File: config.mk
export PLATFORM = sky130hd
export DESIGN_NAME = hazard_stall_flush_ctrl
export DESIGN_NICKNAME = d
export VERILOG_FILES = /design/src/rtl/hazard_stall_flush_ctrl.sv
export SDC_FILE = /design/constraint.sdc
export NUM_CORES = 1
export LEC_CHECK = 0
export CAP_MARGIN = 20
export CORE_AREA = 2 2 39 41
export CTS_CLUSTER_SIZE = 12
export DETAILED_ROUTE_END_ITERATION = 12
export DIE_AREA = 0 0 41 43
export GPL_ROUTABILITY_DRIVEN = 0
export PLACE_DENSITY = 0.66
export RECOVER_POWER = 100
export REMOVE_ABC_BUFFERS = 1
export SLEW_MARGIN = 20
export SYNTH_ARGS = -nofsm -noshare
export SYNTH_HDL_FRONTEND = slang
export SYNTH_SLANG_ARGS = --single-unit
File: constraint.sdc
create_clock -name Clk -period 1.6 [get_ports Clk]
set_input_delay 0.24 -clock Clk [delete_from_list [all_inputs] [get_ports Clk]]
set_output_delay 0.24 -clock Clk [all_outputs]
set_load 0.02 [all_outputs]
File: src/rtl/hazard_stall_flush_ctrl.sv
// hazard_stall_flush_ctrl
//   Pipeline hazard controller for the fetch/decode and decode/execute
//   registers. It handles three cases:
//   - A load-use hazard causes a one-cycle stall with a bubble.
//   - A multi-cycle decode op causes a counted stall.
//   - A taken branch or jump resolved in execute causes a wrong-path flush.
//   Priority: BranchTaken > MSTALL hold > LoadUse > multi-cycle entry > normal.
//
// Parameters
//   MUL_CYCLES  stall cycles per multi-cycle op (0 disables multi-cycle stalls)
//
// Optional feature
//   HAZARD_STATS_EN  when defined, adds saturating counters StallCycleCount
//                    and FlushCount.
//
// Ports
//   Clk, Reset        clock; synchronous active-high reset
//   IDRs, IDRt        decode source register fields
//   IDUsesRt          decode instruction reads rt
//   IDMultiCycle      decode instruction is a multi-cycle op
//   EXMemRead, EXRt   execute holds a load that writes EXRt
//   BranchTaken       execute resolved a taken branch/jump
//   PCWrite, FTDWrite PC and fetch/decode write enables
//   FTDFlush          fetch/decode flush
//   DTEFlush          decode/execute flush (bubble)
//   Stalling          any stall cycle
module hazard_stall_flush_ctrl #(
  parameter int MUL_CYCLES = 3
) (
  input  logic        Clk,
  input  logic        Reset,
  input  logic [4:0]  IDRs,
  input  logic [4:0]  IDRt,
  input  logic        IDUsesRt,
  input  logic        IDMultiCycle,
  input  logic        EXMemRead,
  input  logic [4:0]  EXRt,
  input  logic        BranchTaken,
  output logic        PCWrite,
  output logic        FTDWrite,
  output logic        FTDFlush,
  output logic        DTEFlush,
`ifdef HAZARD_STATS_EN
  output logic [15:0] StallCycleCount,
  output logic [15:0] FlushCount,
`endif
  output logic        Stalling
);

  localparam int CW = (MUL_CYCLES < 1) ? 1 : $clog2(MUL_CYCLES + 1);
  localparam bit MC_EN = (MUL_CYCLES > 0);
  localparam logic [CW-1:0] CNT_INIT = CW'(MC_EN ? MUL_CYCLES - 1 : 0);

  typedef enum logic {RUN, MSTALL} state_t;

  state_t        state;
  logic [CW-1:0] cnt;
  logic          load_use;
  logic          stall;
  logic          flush;

  assign load_use = EXMemRead && (EXRt != 5'd0) &&
                    ((EXRt == IDRs) || (IDUsesRt && (EXRt == IDRt)));

  always_comb begin
    stall = 1'b0;
    flush = 1'b0;
    if (Reset) begin
      stall = 1'b0;
    end else if (BranchTaken) begin
      flush = 1'b1;
    end else if (state == MSTALL) begin
      // The cycle with cnt==0 is the release cycle: the op moves to execute.
      stall = (cnt != '0);
    end else if (load_use) begin
      stall = 1'b1;
    end else if (IDMultiCycle && MC_EN) begin
      stall = 1'b1;
    end
  end

  assign PCWrite  = !stall;
  assign FTDWrite = !stall;
  assign FTDFlush = flush;
  assign DTEFlush = stall || flush;
  assign Stalling = stall;

  always_ff @(posedge Clk) begin
    if (Reset) begin
      state <= RUN;
      cnt   <= '0;
    end else if (BranchTaken) begin
      // The decode instruction is on the wrong path, so abort any stall.
      state <= RUN;
      cnt   <= '0;
    end else begin
      case (state)
        MSTALL: begin
          if (cnt != '0) cnt   <= cnt - CW'(1);
          else           state <= RUN;
        end
        default: begin
          // The entry cycle is itself a stall, so load MUL_CYCLES-1.
          if (!load_use && IDMultiCycle && MC_EN) begin
            state <= MSTALL;
            cnt   <= CNT_INIT;
          end
        end
      endcase
    end
  end

`ifdef HAZARD_STATS_EN
  always_ff @(posedge Clk) begin
    if (Reset) begin
      StallCycleCount <= '0;
      FlushCount      <= '0;
    end else begin
      if (stall && (StallCycleCount != 16'hFFFF)) StallCycleCount <= StallCycleCount + 16'd1;
      if (flush && (FlushCount != 16'hFFFF))      FlushCount      <= FlushCount + 16'd1;
    end
  end
`endif

endmodule

# Word-level counts from Yosys, hierarchy flattened
# Index checks and enable logic that the tools add are counted.
word_totals:
  inputBits: 21
  elab_cells: 32
  reg_bits: 3
  out_inout_bits: 5
op_classes:
  mux: 13
  n_addsub: 1
  eq_ne: 3
  n_reduce_logical: 13
ops:
  columns: ["operator", "n"]
  rows:
  - ["$eq 5x5->1", 2]
  - ["$mux 1", 10]
  - ["$mux 2", 3]
  - ["$reduce_bool 5->1", 1]
  - ["$logic_and 1x1->1", 4]
  - ["$reduce_bool 2->1", 2]
  - ["$logic_not 1->1", 2]
  - ["$logic_or 1x1->1", 2]
  - ["$ne 2x1->1 const B", 1]
  - ["$reduce_and 2->1", 1]
  - ["$reduce_or 2->1", 1]
  - ["$sub 2x1->2 const B", 1]

# Depth between registers and ports, before layout
# Gate-level depths: netlist of run 1.
depth:
  ltp_word: 9
  depth_mapped: 7
  depth_no_buf: 6

# Worst setup path before layout of run 1
# OpenSTA, ideal clock, no wires.
synth_timing:
  kind: "input -> output"
  startpoint: "in EXRt[4]"
  endpoint: "out PCWrite"
  t_arrival_ps: 1670
  setup_slack_ps: -310
  required_time_ps: 1360
  stages: 7
  n_path_buf: 1
  cell_sequence: "xor2_1 -> nor4_1 -> nand3_1 -> a21oi_1 -> o31ai_1 -> or3_1 -> buf_4"
synth_via:
  elab_chain_len: 9
synth_rtl:
  columns: ["element", "line_no", "source"]
  rows:
  - ["from (decl)", "37", "input logic [4:0] EXRt,"]
  - ["$eq 5x5->1", "63", "((EXRt == IDRs) || (IDUsesRt && (EXRt == IDRt)));"]
  - ["$logic_and 1x1->1", "63", null]
  - ["$logic_or 1x1->1", "63", null]
  - ["$logic_and 1x1->1 (*)", "62", "assign load_use = EXMemRead && (EXRt != 5'd0) &&"]
  - ["$mux 1 (*)", "75", "end else if (load_use) begin"]
  - ["$mux 1 (*)", "72", "end else if (state == MSTALL) begin"]
  - ["$mux 1 (*)", "70", "end else if (BranchTaken) begin"]
  - ["$mux 1 (*)", "68", "if (Reset) begin"]
  - ["$logic_not 1->1 (*)", null, null]
  - ["to (decl)", "39", "output logic PCWrite,"]
# Mark *: on every way between the ends. The rest lies on a longest branch, timed or not.

# Worst setup path in the final report of run 1
layout_timing:
  startpoint: "in EXRt[0]"
  endpoint: "out FTDWrite"
layout_via:
  elab_chain_len: 9
layout_rtl:
  columns: ["element", "line_no", "source"]
  rows:
  - ["$eq 5x5->1", "63", null]
  - ["$logic_and 1x1->1", "63", null]
  - ["$logic_or 1x1->1", "63", null]
  - ["$logic_and 1x1->1 (*)", "62", null]
  - ["$mux 1 (*)", "75", null]
  - ["$mux 1 (*)", "72", null]
  - ["$mux 1 (*)", "70", null]
  - ["$mux 1 (*)", "68", null]
  - ["$logic_not 1->1 (*)", "83", "assign FTDWrite = !stall;"]
  - ["to (decl)", "40", "output logic FTDWrite,"]
# Marked as above.

==> results.toml, run 1 <==
[cells_and_area]
design_area_um2 = 701
diodes = 0
drive_above_1_share_pct = 44.3
fill_cells = 138
fin_cells = 95
fin_nets = 102
syn_to_final_growth_pct = 126

[setup_path]
cp_top_family = "simple AND/OR/NAND/NOR gates"
crit_top_cell = "buf_6"
r2r_cells = 5
cp.arrival_ps = 1690
worst-path-stages = 8
critPathKind = "primary input to output port"
cpPeakStageDelay_ps = 350
critPathRequiredTime_ps = 1360
cp_max_fo = 3
cp_num_buf_inv = 2
cp_cell_sequence = "buf_6 -> xor2_1 -> nor4_2 -> nand3_1 -> a21oi_2 -> o31ai_2 -> or3_4 -> buf_6"
slowest_stage = "or3_4"
end_kind = "output port"
startpoint_type = "primary input"

[clock_tree]
cts-htree-levels = 1
clk_path_buf_depth = 2
cts_sinks = 3
path_clk_slew_ps = 30
cts_root_buffer = "clkbuf_4"
clkLatencyLatePin_ps = 230
cts_tree = "done"
numCtsBuffers = 3

[timing]
fin_ws_ps = -325
skew_ps = 2.90
relSlewSlack_pct = 81.4
finalMaxSlewViolations = 0
finalHoldViolations = 0
fin_hold_ws_ps = 418
tightest_slew_ps = 277
period_share_pct = 120
rsz0062_at_grt = "true"
fmax_mhz = 519
setup-violations-final = 4
period_needed_ps = 1930

[synth]
synth_top_cell_by_area = "xor2_1"
avgSynthCellArea_um2 = 7.76
ys_types = 21
synth_area_leaders = "xor2_1, dfxtp_1, xnor2_1, inv_1, a21oi_1"
yosysTopAreaCellShare_pct = 19.8
synth_most_common_cell = "xor2_1"
yosysSeqAreaShare_pct = 19.4
synth-seq-cells = 3
synthArstFlopShare_pct = 0
mappedNetlistArea_um2 = 310
yosys_most_used_dff = "dfxtp_1"
synth_cells = 40
synth_warnings = 0
synth_common_cells = "xor2_1, inv_1, a21oi_1, dfxtp_1, xnor2_1"
synth-edff-count = 0

[flow_run]
drv_cap = 0

[placement]
place_area_um2 = 641
dp_hpwl_um = 762
io_buffers = 25
dpl.cell_count = 89
preCtsSetupSlack_ps = -1180

[floorplan]
dieArea_um2 = 1760
core_um2 = 1380
die_y_um = 43
ios = 26
rows = 14
dieWidth_um = 41
start_util_pct = 22.4

[global_route]
gr-total-overflow = 0
antenna_found_initial = 0
grt_pass1_wl_um = 1480
grtUsageTotal_pct = 12.3
grt_max_degree = 5
grt_busiest_layer = "met2"
grt_use_met3_pct = 1.57
met1_usage_pct = 10.3
grtUsageMet2_pct = 23.8
grt_pass1_vias = 435

[routing]
ant_nets = 0
drt_wl_total_um = 949
drc = 0
drt-pass1-iter-count = 2
vias = 404
routedWlPerCell_um = 9.99
via_per_inst = 4.25
dr.first_iter.drc_count = 2

[hold_path]
holdPathStages = 1
hold_path_class = "flip-flop to flip-flop"

[power]
leakage_nw = 0.311
powerDensity_nw_per_um2 = 508
ir_worst_vdd_uv = 319

[outcome]
violations = "setup timing"
outcome = "finished with violations"
==> timing repair <==
item / 4_1_cts / 5_1_grt
resized for setup: 75 / 6
endpoints found under the setup margin: 8 / 6
hold buffers: 0 / 0
buffers inserted: 2 / 1
pin swaps: 18 / 7
==> state kept, by name (all words and copies together) (netlist names) <==
| signal | flops |
|---|---|
| cnt | 2 |
| state | 1 |
==> path summary, 6_finish.rpt <==
path	startpoint	end	slack, ps
worst max register to register	cnt[0]$_SDFFE_PP0P_	cnt[0]$_SDFFE_PP0P_	370
worst min-delay path	cnt[0]$_SDFFE_PP0P_	cnt[0]$_SDFFE_PP0P_	420
worst max-delay path	EXRt[0]	FTDWrite	-330
worst min register to register	cnt[0]$_SDFFE_PP0P_	cnt[0]$_SDFFE_PP0P_	420
==> area by class of cell <==
class / count / area, um2 / share of cell area [%]
Clock buffer: 4 / 26.3 / 3.75
Sequential cell: 3 / 60.1 / 8.57
Tap cell: 16 / 20.0 / 2.86
Multi-Input combinational cell: 31 / 255 / 36.4
Inverter: 5 / 18.8 / 2.68
Timing Repair Buffer: 36 / 320 / 45.7
==> through the flow <==
step,utilization (%),setup TNS (ps),total power [mW]
global placement,46.3,-6060,0.219
global route,50.6,-1560,0.381
CTS,50.7,-1300,0.363
finish,50.6,-1240,0.356
floorplan,-,-661,0.129
detailed placement,46.3,-6010,0.220
==> power breakdown <==
group | switching (mW) | internal [mW] | leakage, nW | total [mW]
combinational | 0.0578 | 0.0885 | 0.271 | 0.146
sequential | 0.00157 | 0.0779 | 0.0245 | 0.0795
clock | 0.0368 | 0.0933 | 0.0150 | 0.130
total | 0.0961 | 0.260 | 0.311 | 0.356
==> kinds of logic (layout without fill, tap and decap cells) <==
family                   count (synthesis)  after routing  share of synthesized area [%]
adder cells (fa/ha/maj)                  1              1                           4.03
flip-flops                               3              3                           19.4
AO/OA/AOI/OAI                            8              8                           19.4
XOR/XNOR                                10             10                           28.2
AND/OR/NAND/NOR                         12             12                           20.6
buffers and inverters                    6             45                           8.47
==> metal layers <==
layer | part of all wire [%] | routed length (um)
met4 | 0 | 0
met2 | 56 | 534
met1 | 37 | 352
met3 | 6.5 | 62
met5 | 0 | 0
==> cell usage in the layout, fill, tap and decap left out <==
cell	synthesis	routed
a21oi_2	0	2
clkbuf_4	0	3
o221a_2	1	1
clkdlybuf4s50_1	0	5
nor4_2	0	1
nand2b_1	1	1
nand3_1	2	2
dlygate4sd2_1	0	3
buf_6	0	7
buf_8	0	1
o21ai_2	0	1
or3_4	0	1
nor3_1	2	2
a211o_1	1	1
buf_4	1	10
or4_4	0	1
inv_1	5	5
and2_0	0	1
nor2_1	2	2
clkdlybuf4s15_1	0	5
dfxtp_1	3	3
o31ai_2	1	2
xor2_1	7	7
ha_1	1	1
a21oi_1	3	1
clkbuf_1	0	1
nand2_1	1	1
xnor2_1	3	3
buf_2	0	4
clkbuf_2	0	1
Power figures use the tool's default switching activity.
==> inputs of run 2 (changes only) <==
- CTS_BUF_LIST: unset -> sky130_fd_sc_hd__clkbuf_8 sky130_fd_sc_hd__clkbuf_16
==> run 2 against run 1 <==
Net effect: the run still ends with setup timing left; global-route usage grew 0.50 points; register-to-register slack is essentially flat; via count fell by 0.74%; first-iteration DRC count did not move; cell area grew 2.7%; setup slack worse by 2.5 ps; sequential cell count unchanged; critical path type unchanged.
==> results.toml, run 2 (synthesis results as in run 1) <==
[outcome]
outcome = "finished with violations"
violations = "setup timing"

[power]
p_total_mw = 0.435
powerDensity_nw_per_um2 = 605
leakage_nw = 0.323
ir_worst_vdd_uv = 436

[timing]
period_share_pct = 120
tightest_slew_ps = 269
fmax_mhz = 519
relSlewSlack_pct = 82.0
fin_ws_ps = -328
rsz0062_at_grt = "true"
period_needed_ps = 1930
tns_ps = -1250
finalHoldViolations = 0
skew_ps = 0.805
setup-violations-final = 4
finalMaxSlewViolations = 0

[floorplan]
ios = 26
die_y_um = 43
start_util_pct = 22.4
core_um2 = 1380
dieArea_um2 = 1760
rows = 14
dieWidth_um = 41

[cells_and_area]
top_register = "cnt"
largest_register_ffs = 2
diodes = 0
final_cell_mix = "buf_4, xor2_1, buf_6"
largest_registers = "cnt x2, state x1"
fin_nets = 102
post-route-util_pct = 52.0
syn_to_final_growth_pct = 132
drive_above_1_share_pct = 44.3
mostFrequentLayoutCell = "buf_4"
fin_cells = 95

[global_route]
grt_max_degree = 5
grt_pass1_vias = 432
grt_pass1_wl_um = 1510
antenna_found_initial = 0
grtUsageTotal_pct = 12.9
gr-total-overflow = 0

[clock_tree]
numCtsBuffers = 3
clk_path_buf_depth = 2
cts_sinks = 3
cts_tree = "done"
cts-htree-levels = 1
path_clk_slew_ps = 30
ctsHoldBuffers = 0
cts_root_buffer = "clkbuf_8"
clkLatencyLatePin_ps = 210

[routing]
ant_nets = 0
drc = 0
drt_wl_total_um = 957
via_per_inst = 4.22
routedWlPerCell_um = 10.1
drt-pass1-iter-count = 2
dr.first_iter.drc_count = 2
vias = 401

[placement]
dp_hpwl_um = 762
io_buffers = 25
dpl.cell_count = 89
preCtsSetupSlack_ps = -1180

[setup_path]
cp_max_fo = 3
startpoint_type = "primary input"
cp.arrival_ps = 1690
cp_cell_sequence = "buf_6 -> xor2_1 -> nor4_2 -> nand3_1 -> a21oi_2 -> o31ai_2 -> or3_4 -> buf_6"
critPathKind = "primary input to output port"
cpPeakStageDelay_ps = 350
crit_top_cell = "buf_6"
critPathRequiredTime_ps = 1360
end_kind = "output port"
slowest_stage = "or3_4"

[hold_path]
hold_path_class = "flip-flop to flip-flop"

[flow_run]
drv_cap = 0
run 2: cell types whose count changed in the layout (fill, tap and decap cells not counted), sizes merged:
cell	delta
inv	+1
clkbuf	-1
run 2: timing repair:
action                     in CTS  in global routing
pin swaps                      18                  7
buffers inserted                2                  1
setup endpoints to repair       8                  7
gates resized for setup        75                  6
run 2: worst paths after layout:
path | cells past startpoint | slack (ps) | endpoint | from
max | 8 | -330 | FTDWrite | EXRt[0]
min | 1 | 420 | cnt[0]$_SDFFE_PP0P_ | cnt[0]$_SDFFE_PP0P_
max reg2reg | 5 | 370 | cnt[0]$_SDFFE_PP0P_ | cnt[0]$_SDFFE_PP0P_
min reg2reg | 1 | 420 | cnt[0]$_SDFFE_PP0P_ | cnt[0]$_SDFFE_PP0P_
run 2: power breakdown:
group	internal, mW	total [mW]	switching, mW
clock network	0.163	0.209	0.0458
logic	0.0886	0.147	0.0579
registers	0.0781	0.0796	0.00156
run 2: cell type report:
class                      count  area [um2]
clock buffer                   3        41.3
clock inverter                 1        3.75
fill                         132         664
inverter                       5        18.8
multi-input combinational     31         255
sequential                     3        60.1
tap                           16        20.0
timing repair buffer          36         320
run 2: through the flow:
stage                     hold slack [ps]  instance area (um2)
final                                 416                  719
after global routing                  450                  719
after CTS                             419                  721
after detailed placement              415                  641
after global placement                415                  641
after floorplan                       388                  303
run 2: per-layer routing:
layer	part of all wire (%)	global-route usage [%]	wire, um	vias up
met1	38	10.9	365	177
met5	0	0	0	-
met2	56	23.8	536	9
li1	-	-	-	215
met4	0	8.00	0	0
met3	5.9	3.14	56	0
run 2: worst max-delay path, delay by kind of cell:
family	cells	cell delay [ps]
and+or+nand+nor	3	780
AOI/OAI and AO/OA	2	290
buffers and inverters	2	240
xor gates and xnor gates	1	140
